--- src/rtl/fp_div_arbiter_if.sv ---
// fp_div_arbiter_if: requester handshakes, divider link and status of fp_div_arbiter.
// slave is the arbiter side; master is the client/divider side.
interface fp_div_arbiter_if #(
    parameter int N_REQ = 4,
    parameter int IDX_W = 2
);
    logic [N_REQ-1:0] iReqValid, oReqReady, oRespValid, iRespReady;
    logic [N_REQ*32-1:0] iReqA, iReqB;
    logic [31:0] oRespZ, oDivA, oDivB, iDivZ;
    logic oRespErr, oDivValid, iDivDone, oBusy;
    logic [IDX_W-1:0] oGrant;
    modport slave (
        input iReqValid, iReqA, iReqB, iRespReady, iDivDone, iDivZ,
        output oReqReady, oRespValid, oRespZ, oRespErr, oDivA, oDivB, oDivValid, oBusy, oGrant
    );
    modport master (
        output iReqValid, iReqA, iReqB, iRespReady, iDivDone, iDivZ,
        input oReqReady, oRespValid, oRespZ, oRespErr, oDivA, oDivB, oDivValid, oBusy, oGrant
    );
endinterface

--- src/rtl/fp_div_arbiter.sv ---
// fp_div_arbiter: round-robin sharing of one multi-cycle FP divider among N_REQ requesters.
// Define FPDIV_ARB_TIMEOUT_EN to add a WAIT watchdog that answers with qNaN and oRespErr set.
module fp_div_arbiter #(
    parameter int N_REQ = 4,
    parameter int IDX_W = 2,
    parameter int TIMEOUT_CYCLES = 64
) (
    input logic clk,
    input logic reset,
    fp_div_arbiter_if.slave bus
);
    typedef enum logic [1:0] {IDLE, ISSUE, WAIT, RESP} state_t;
    state_t state;
    logic [IDX_W-1:0] rrPtr, grantIdx, cand;
    logic found;
    if (N_REQ < 2 || N_REQ > 8 || IDX_W != $clog2(N_REQ) || TIMEOUT_CYCLES < 1) begin : badParams
        $error("fp_div_arbiter: unsupported parameter set");
    end
    // Descending scan so the last hit, i.e. the first set bit from rrPtr upward, wins.
    always_comb begin
        found = 1'b0;
        grantIdx = '0;
        cand = '0;
        for (int k = N_REQ - 1; k >= 0; k--) begin
            cand = IDX_W'(int'(rrPtr) + k >= N_REQ ? int'(rrPtr) + k - N_REQ : int'(rrPtr) + k);
            if (bus.iReqValid[cand]) begin
                found = 1'b1;
                grantIdx = cand;
            end
        end
    end
    assign bus.oReqReady = (state == IDLE && found && !reset) ? N_REQ'(1) << grantIdx : '0;
    assign bus.oBusy = state != IDLE;
`ifdef FPDIV_ARB_TIMEOUT_EN
    localparam int CNT_W = $clog2(TIMEOUT_CYCLES) + 1;
    logic [CNT_W-1:0] cnt;
    logic stale;
`else
    assign bus.oRespErr = 1'b0;
`endif
    always_ff @(posedge clk or posedge reset) begin
        if (reset) begin
            state <= IDLE;
            rrPtr <= '0;
            bus.oGrant <= '0;
            bus.oDivA <= '0;
            bus.oDivB <= '0;
            bus.oDivValid <= 1'b0;
            bus.oRespValid <= '0;
            bus.oRespZ <= '0;
`ifdef FPDIV_ARB_TIMEOUT_EN
            bus.oRespErr <= 1'b0;
            cnt <= '0;
            stale <= 1'b0;
`endif
        end else begin
`ifdef FPDIV_ARB_TIMEOUT_EN
            // A late done from a timed-out job is swallowed wherever it lands.
            if (stale && bus.iDivDone) stale <= 1'b0;
`endif
            case (state)
                IDLE: if (found) begin
                    bus.oDivA <= bus.iReqA[{grantIdx, 5'd0} +: 32];
                    bus.oDivB <= bus.iReqB[{grantIdx, 5'd0} +: 32];
                    bus.oGrant <= grantIdx;
                    bus.oDivValid <= 1'b1;
                    state <= ISSUE;
                end
                ISSUE: begin
                    bus.oDivValid <= 1'b0;
`ifdef FPDIV_ARB_TIMEOUT_EN
                    cnt <= '0;
`endif
                    state <= WAIT;
                end
                WAIT: begin
`ifdef FPDIV_ARB_TIMEOUT_EN
                    cnt <= cnt + 1'b1;
                    if (bus.iDivDone && !stale) begin
                        bus.oRespZ <= bus.iDivZ;
                        bus.oRespErr <= 1'b0;
                        bus.oRespValid <= N_REQ'(1) << bus.oGrant;
                        state <= RESP;
                    end else if (cnt == CNT_W'(TIMEOUT_CYCLES - 1)) begin
                        bus.oRespZ <= 32'h7FC0_0000;
                        bus.oRespErr <= 1'b1;
                        bus.oRespValid <= N_REQ'(1) << bus.oGrant;
                        stale <= 1'b1;
                        state <= RESP;
                    end
`else
                    if (bus.iDivDone) begin
                        bus.oRespZ <= bus.iDivZ;
                        bus.oRespValid <= N_REQ'(1) << bus.oGrant;
                        state <= RESP;
                    end
`endif
                end
                RESP: if (bus.iRespReady[bus.oGrant]) begin
                    bus.oRespValid <= '0;
                    rrPtr <= bus.oGrant == IDX_W'(N_REQ - 1) ? '0 : bus.oGrant + 1'b1;
                    bus.oGrant <= '0;
                    state <= IDLE;
                end
                default: state <= IDLE;
            endcase
        end
    end
endmodule
--- src/flat_wrapper.sv ---
// flat-port wrapper written by rule: the top's interface ports become plain ports
module fp_div_arbiter_flat 
#(
    parameter int N_REQ = 4,
    parameter int IDX_W = 2,
    parameter int TIMEOUT_CYCLES = 64
)
  (clk, reset, bus_iReqValid, bus_iReqA, bus_iReqB, bus_iRespReady, bus_iDivDone, bus_iDivZ, bus_oReqReady, bus_oRespValid, bus_oRespZ, bus_oRespErr, bus_oDivA, bus_oDivB, bus_oDivValid, bus_oBusy, bus_oGrant);
  fp_div_arbiter_if #(.N_REQ(N_REQ), .IDX_W(IDX_W)) bus_i ();
  input logic clk;
  input logic reset;
  input wire logic [$bits(bus_i.iReqValid)-1:0] bus_iReqValid;
  input wire logic [$bits(bus_i.iReqA)-1:0] bus_iReqA;
  input wire logic [$bits(bus_i.iReqB)-1:0] bus_iReqB;
  input wire logic [$bits(bus_i.iRespReady)-1:0] bus_iRespReady;
  input wire logic [$bits(bus_i.iDivDone)-1:0] bus_iDivDone;
  input wire logic [$bits(bus_i.iDivZ)-1:0] bus_iDivZ;
  output wire logic [$bits(bus_i.oReqReady)-1:0] bus_oReqReady;
  output wire logic [$bits(bus_i.oRespValid)-1:0] bus_oRespValid;
  output wire logic [$bits(bus_i.oRespZ)-1:0] bus_oRespZ;
  output wire logic [$bits(bus_i.oRespErr)-1:0] bus_oRespErr;
  output wire logic [$bits(bus_i.oDivA)-1:0] bus_oDivA;
  output wire logic [$bits(bus_i.oDivB)-1:0] bus_oDivB;
  output wire logic [$bits(bus_i.oDivValid)-1:0] bus_oDivValid;
  output wire logic [$bits(bus_i.oBusy)-1:0] bus_oBusy;
  output wire logic [$bits(bus_i.oGrant)-1:0] bus_oGrant;
  assign bus_i.iReqValid = bus_iReqValid;
  assign bus_i.iReqA = bus_iReqA;
  assign bus_i.iReqB = bus_iReqB;
  assign bus_i.iRespReady = bus_iRespReady;
  assign bus_i.iDivDone = bus_iDivDone;
  assign bus_i.iDivZ = bus_iDivZ;
  assign bus_oReqReady = bus_i.oReqReady;
  assign bus_oRespValid = bus_i.oRespValid;
  assign bus_oRespZ = bus_i.oRespZ;
  assign bus_oRespErr = bus_i.oRespErr;
  assign bus_oDivA = bus_i.oDivA;
  assign bus_oDivB = bus_i.oDivB;
  assign bus_oDivValid = bus_i.oDivValid;
  assign bus_oBusy = bus_i.oBusy;
  assign bus_oGrant = bus_i.oGrant;
  fp_div_arbiter #(.N_REQ(N_REQ), .IDX_W(IDX_W), .TIMEOUT_CYCLES(TIMEOUT_CYCLES)) u_core (.clk(clk), .reset(reset), .bus(bus_i));
endmodule
--- config.mk ---
export PLATFORM = sky130hd
export DESIGN_NAME = fp_div_arbiter_flat
export DESIGN_NICKNAME = d
export VERILOG_FILES = /design/src/rtl/fp_div_arbiter_if.sv /design/src/rtl/fp_div_arbiter.sv /design/src/flat_wrapper.sv
export SDC_FILE = /design/constraint.sdc
export NUM_CORES = 1
export LEC_CHECK = 0
export ABC_AREA = 1
export CAP_MARGIN = 20
export CORE_AREA = 2 2 157 159
export DETAILED_ROUTE_END_ITERATION = 10
export DIE_AREA = 0 0 159 161
export GPL_ROUTABILITY_DRIVEN = 0
export GPL_TIMING_DRIVEN = 0
export PLACE_DENSITY = 0.67
export SLEW_MARGIN = 5
export SYNTH_ARGS = -nofsm -noshare
export SYNTH_HDL_FRONTEND = slang
export SYNTH_SLANG_ARGS = --single-unit
--- constraint.sdc ---
create_clock -name clk -period 6 [get_ports clk]
set_input_delay 1.2 -clock clk [delete_from_list [all_inputs] [get_ports clk]]
set_output_delay 1.2 -clock clk [all_outputs]
set_load 0.01 [all_outputs]
==> impl_results.md <==
- Nets: approximately 1,900
- Yosys warnings: 0
- Count of input and output buffers: about 400
- Startpoint type of the worst setup path: input port
- Starting Density: 30.9%
- DRC Markers: 0
- Proportion of netlist area held by the largest area contributor: a little over a third
- Worst VDD drop: about 0.23 mV
- Floorplan row count: 57
- Num Clock Sinks: 107
- CP Buf/Inv Count: 4
- CTS buffer count: 9
- Synth Instances: 1,165
- Outcome: finished, final reports clean
- Worst setup path endpoint: bus_oReqReady[1]
- Area share of xor/xnor cells in the synthesized design: 0%
- Count of instances resized after the clock tree is built: 0
- Insertion delay to the later sink of the worst-skew pair: around 0.35 ns
- R2r setup slk: between 3 and 4 ns
- Arrival time at the worst endpoint: 4.01 ns
- GR Util All Layers: 23.9%
- Highest clock rate: about 0.19 GHz
- Hold buffer count at CTS: 0
- Power density of the placed cells: around 540 nW/um2
- Maximum number of pins on one net before global-route repair: between 50 and 60
- RSZ-0062 raised after global routing: no
- Max-slew violations: 0
- Number of placed I/O pins: 408
- Per-cell routed wire length: around 16 um
- Wire length of the first global-routing pass: just under 50 mm
- Flip-flop and latch count after synthesis: between 100 and 150
- Count of nets left with antenna violations after detail routing: 0
- Series of cell instances along the critical path: clkdlybuf4s50_1 -> inv_1 -> o21ai_0 -> or2_1 -> nor3_1 -> nor2_1 -> buf_2 -> nand2_1 -> nor3_1 -> clkdlybuf4s50_1
- Synthesized-area fraction occupied by and/or/nand/nor cells: a little over two fifths
- Worst r2r path cells: 14
- Max incr delay on CP: between 0.5 and 0.6 ns
- Hpwl dp: roughly 25 mm
- Die X: ~160 um
- Worst-path clk slew: roughly 0.070 ns
- Worst Path Class, Setup: in -> out
- Die Span Y: approximately 160 um
- Type of destination of the critical path: output pin
- Clock Tree Root: clkbuf_16
- Final Worst Setup Slack: 0.792 ns
- Area of the placeable core: roughly 24,000 um2
- Final hold violation count: 0
- Post-CTS repair timing setup buffer count: 0
- Number of DRC violations after detailed-routing iteration 0: between 500 and 600
- Period minus WS final: ~5.2 ns
- Leftover overflow at the end of global routing: 0
- Via count of the first global-routing pass: 8,729
- Fill cell instance count of the final layout: ~2,500
- Main combinational cell family by area after synthesis: simple AND/OR/NAND/NOR gates
- Synthesized-area fraction occupied by ao, oa, aoi and oai cells: roughly 1.5%
- Endpoint of the worst register-to-register path: u_core.bus.oDivB[8]$_DFFE_PP0P_
- Pre-CTS worst setup slack: ~0.80 ns
- Maximum capacitance violations: 0
- Cell leakage power: roughly 6.4 nW
- Count of distinct cell types in the synthesized netlist: 25
- Vias per Instance: approximately 4.6
- Syn avg cell area: about 6.3 um2
- Most area-hungry cell type in the Yosys netlist: dfrtp_1
- H-tree Lvls: 3
- Minimum hold slack: a little under 0.5 ns
- CP delay by family, top: buffers and inverters
- Fraction of synthesized area in multiplexers: under 10%
- Vias post-DR: between 8,000 and 9,000
- Final Cycle Share: ~87%
- Final count of negative-setup-slack endpoints: 0
- Largest cells by area after synthesis: dfrtp_1, nand2_1, nand3_1
- Worst slew slack as a fraction of its limit: a little under three fifths
- Clock Tree Buf Depth: 2
- Area added between synthesis and finish: 65.0%
- Worst Tran Pin Value: between 0.6 and 0.7 ns
- Summed instance area of the synthesized netlist: ~7400 um2
- Worst min path class: reg -> reg
- Required time at the worst-slack endpoint: about 4.8 ns
- CTS tree: done
- DIE AREA: around 26,000 um2
- Launch point of the worst reg-to-reg path: u_core.rrPtr[0]$_DFFE_PP0P_
- Beginning of the critical path: bus_iReqValid[0]
- Largest driver fanout on the critical path: 10
- Fraction of final layout cells sized beyond drive strength 1: between 7 and 8%
- Final setup TNS: 0 ns
- Adder and majority gate portion of the synthesized area: about 1.5%
- Detailed Route WL: 31.0 mm
- Initial antenna violation count: 1
- Sequential share of the synthesized area: 36.2%
- Final clock skew: just over 0.007 ns
- Crit path max-delay cell type: clkdlybuf4s50_1
- Detailed-router iteration count before antenna repair: 5
- Synthesized Nets: roughly 1,500
- Path length in cells of the critical path: 10
worst min-delay path by stage:
stage                                                   to  cells after the start  slack, ns                             start
after floorplan            u_core.bus.oDivA[0]$_DFFE_PP0P_                      2       0.52   u_core.bus.oDivA[0]$_DFFE_PP0P_
after global placement    u_core.bus.oDivA[30]$_DFFE_PP0P_                      2       0.46  u_core.bus.oDivA[30]$_DFFE_PP0P_
after detailed placement  u_core.bus.oDivB[15]$_DFFE_PP0P_                      2       0.46  u_core.bus.oDivB[15]$_DFFE_PP0P_
after CTS                 u_core.bus.oDivA[18]$_DFFE_PP0P_                      2       0.48  u_core.bus.oDivA[18]$_DFFE_PP0P_
after global routing      u_core.bus.oDivA[22]$_DFFE_PP0P_                      2       0.50  u_core.bus.oDivA[22]$_DFFE_PP0P_
final                     u_core.bus.oDivA[18]$_DFFE_PP0P_                      2       0.48  u_core.bus.oDivA[18]$_DFFE_PP0P_
cell type report:
class	instances	area, um2	share of cell area [%]
Buffer	74	395	3.24
Clock inverter	6	65.1	0.533
Multi-Input combinational cell	832	3750	30.7
Timing Repair Buffer	407	4090	33.5
Tap cell	324	405	3.32
Antenna cell	1	2.50	0.0205
Sequential cell	107	2680	21.9
Clock buffer	10	239	1.96
Inverter	152	576	4.72
sequential cells by signal (all words and copies together), names as in the netlist:
signal	cells
u_core.bus.oDivA	32
u_core.bus.oDivB	32
u_core.bus.oRespZ	32
u_core.bus.oRespValid	4
u_core.bus.oGrant	2
u_core.rrPtr	2
u_core.state	2
u_core.bus.oDivValid	1
cell usage after synthesis, drive strengths merged:
| library cell | instances |
|---|---|
| a21oi | 4 |
| a22oi | 2 |
| a32o | 1 |
| buf | 69 |
| clkbuf | 5 |
| conb | 1 |
| dfrtp | 107 |
| ha | 9 |
| inv | 152 |
| mux2 | 32 |
| nand2 | 559 |
| nand3 | 199 |
| nor2 | 6 |
| nor3 | 6 |
| o211ai | 1 |
| o21ai | 9 |
| o22ai | 2 |
| or2 | 1 |
worst min-delay path, stage by stage (launching register included):
cell,delay (ns)
dfrtp_1,0.34
nand2_1,0.05
nand2_1,0.05
cells by family (layout without fill, tap and decap cells):
kind of cell,after synthesis,after routing
adders and majority gates,9,9
other,1,2
muxes,32,32
AOI/OAI and AO/OA,19,19
buffers and inverters,226,649
DFF,107,107
and+or+nand+nor,771,771
report_power, final:
| group | switching, W | total (W) | internal (W) |
|---|---|---|---|
| clock network | 0.000306 | 0.000613 | 0.000307 |
| logic | 0.00279 | 0.00473 | 0.00195 |
| registers | 0.000198 | 0.00128 | 0.00108 |
| total | 0.00329 | 0.00663 | 0.00334 |
layer usage:
layer / share of wire, % / GRT usage, %
met1: 42 / 29.4
met2: 48 / 41.4
met3: 8.4 / 6.47
met4: 2.0 / 6.74
met5: 0 / 0
metrics by stage:
stage	util, %	cells	power (W)	cell area (um2)
global route	50.9	1913	0.00728	12200
detailed placement	49.6	1896	0.00606	11900
CTS	50.9	1912	0.00670	12200
floorplan	-	1165	0.00413	7390
finish	50.9	1913	0.00663	12200
global placement	49.5	1895	0.00600	11900
cells in the final DEF, fill, tap and decap left out, types with 5 or more instances in the layout:
master / netlist / layout
mux2_2: 32 / 32
o21ai_0: 8 / 8
clkdlybuf4s50_1: 0 / 406
nor3_1: 6 / 6
ha_1: 9 / 9
buf_2: 46 / 46
inv_1: 148 / 147
nor2_1: 6 / 6
buf_4: 12 / 12
nand2_1: 557 / 557
dfrtp_1: 107 / 107
clkbuf_1: 5 / 5
nand3_1: 198 / 198
clkbuf_16: 0 / 9
buf_1: 9 / 9
Power figures use the tool's default switching activity.
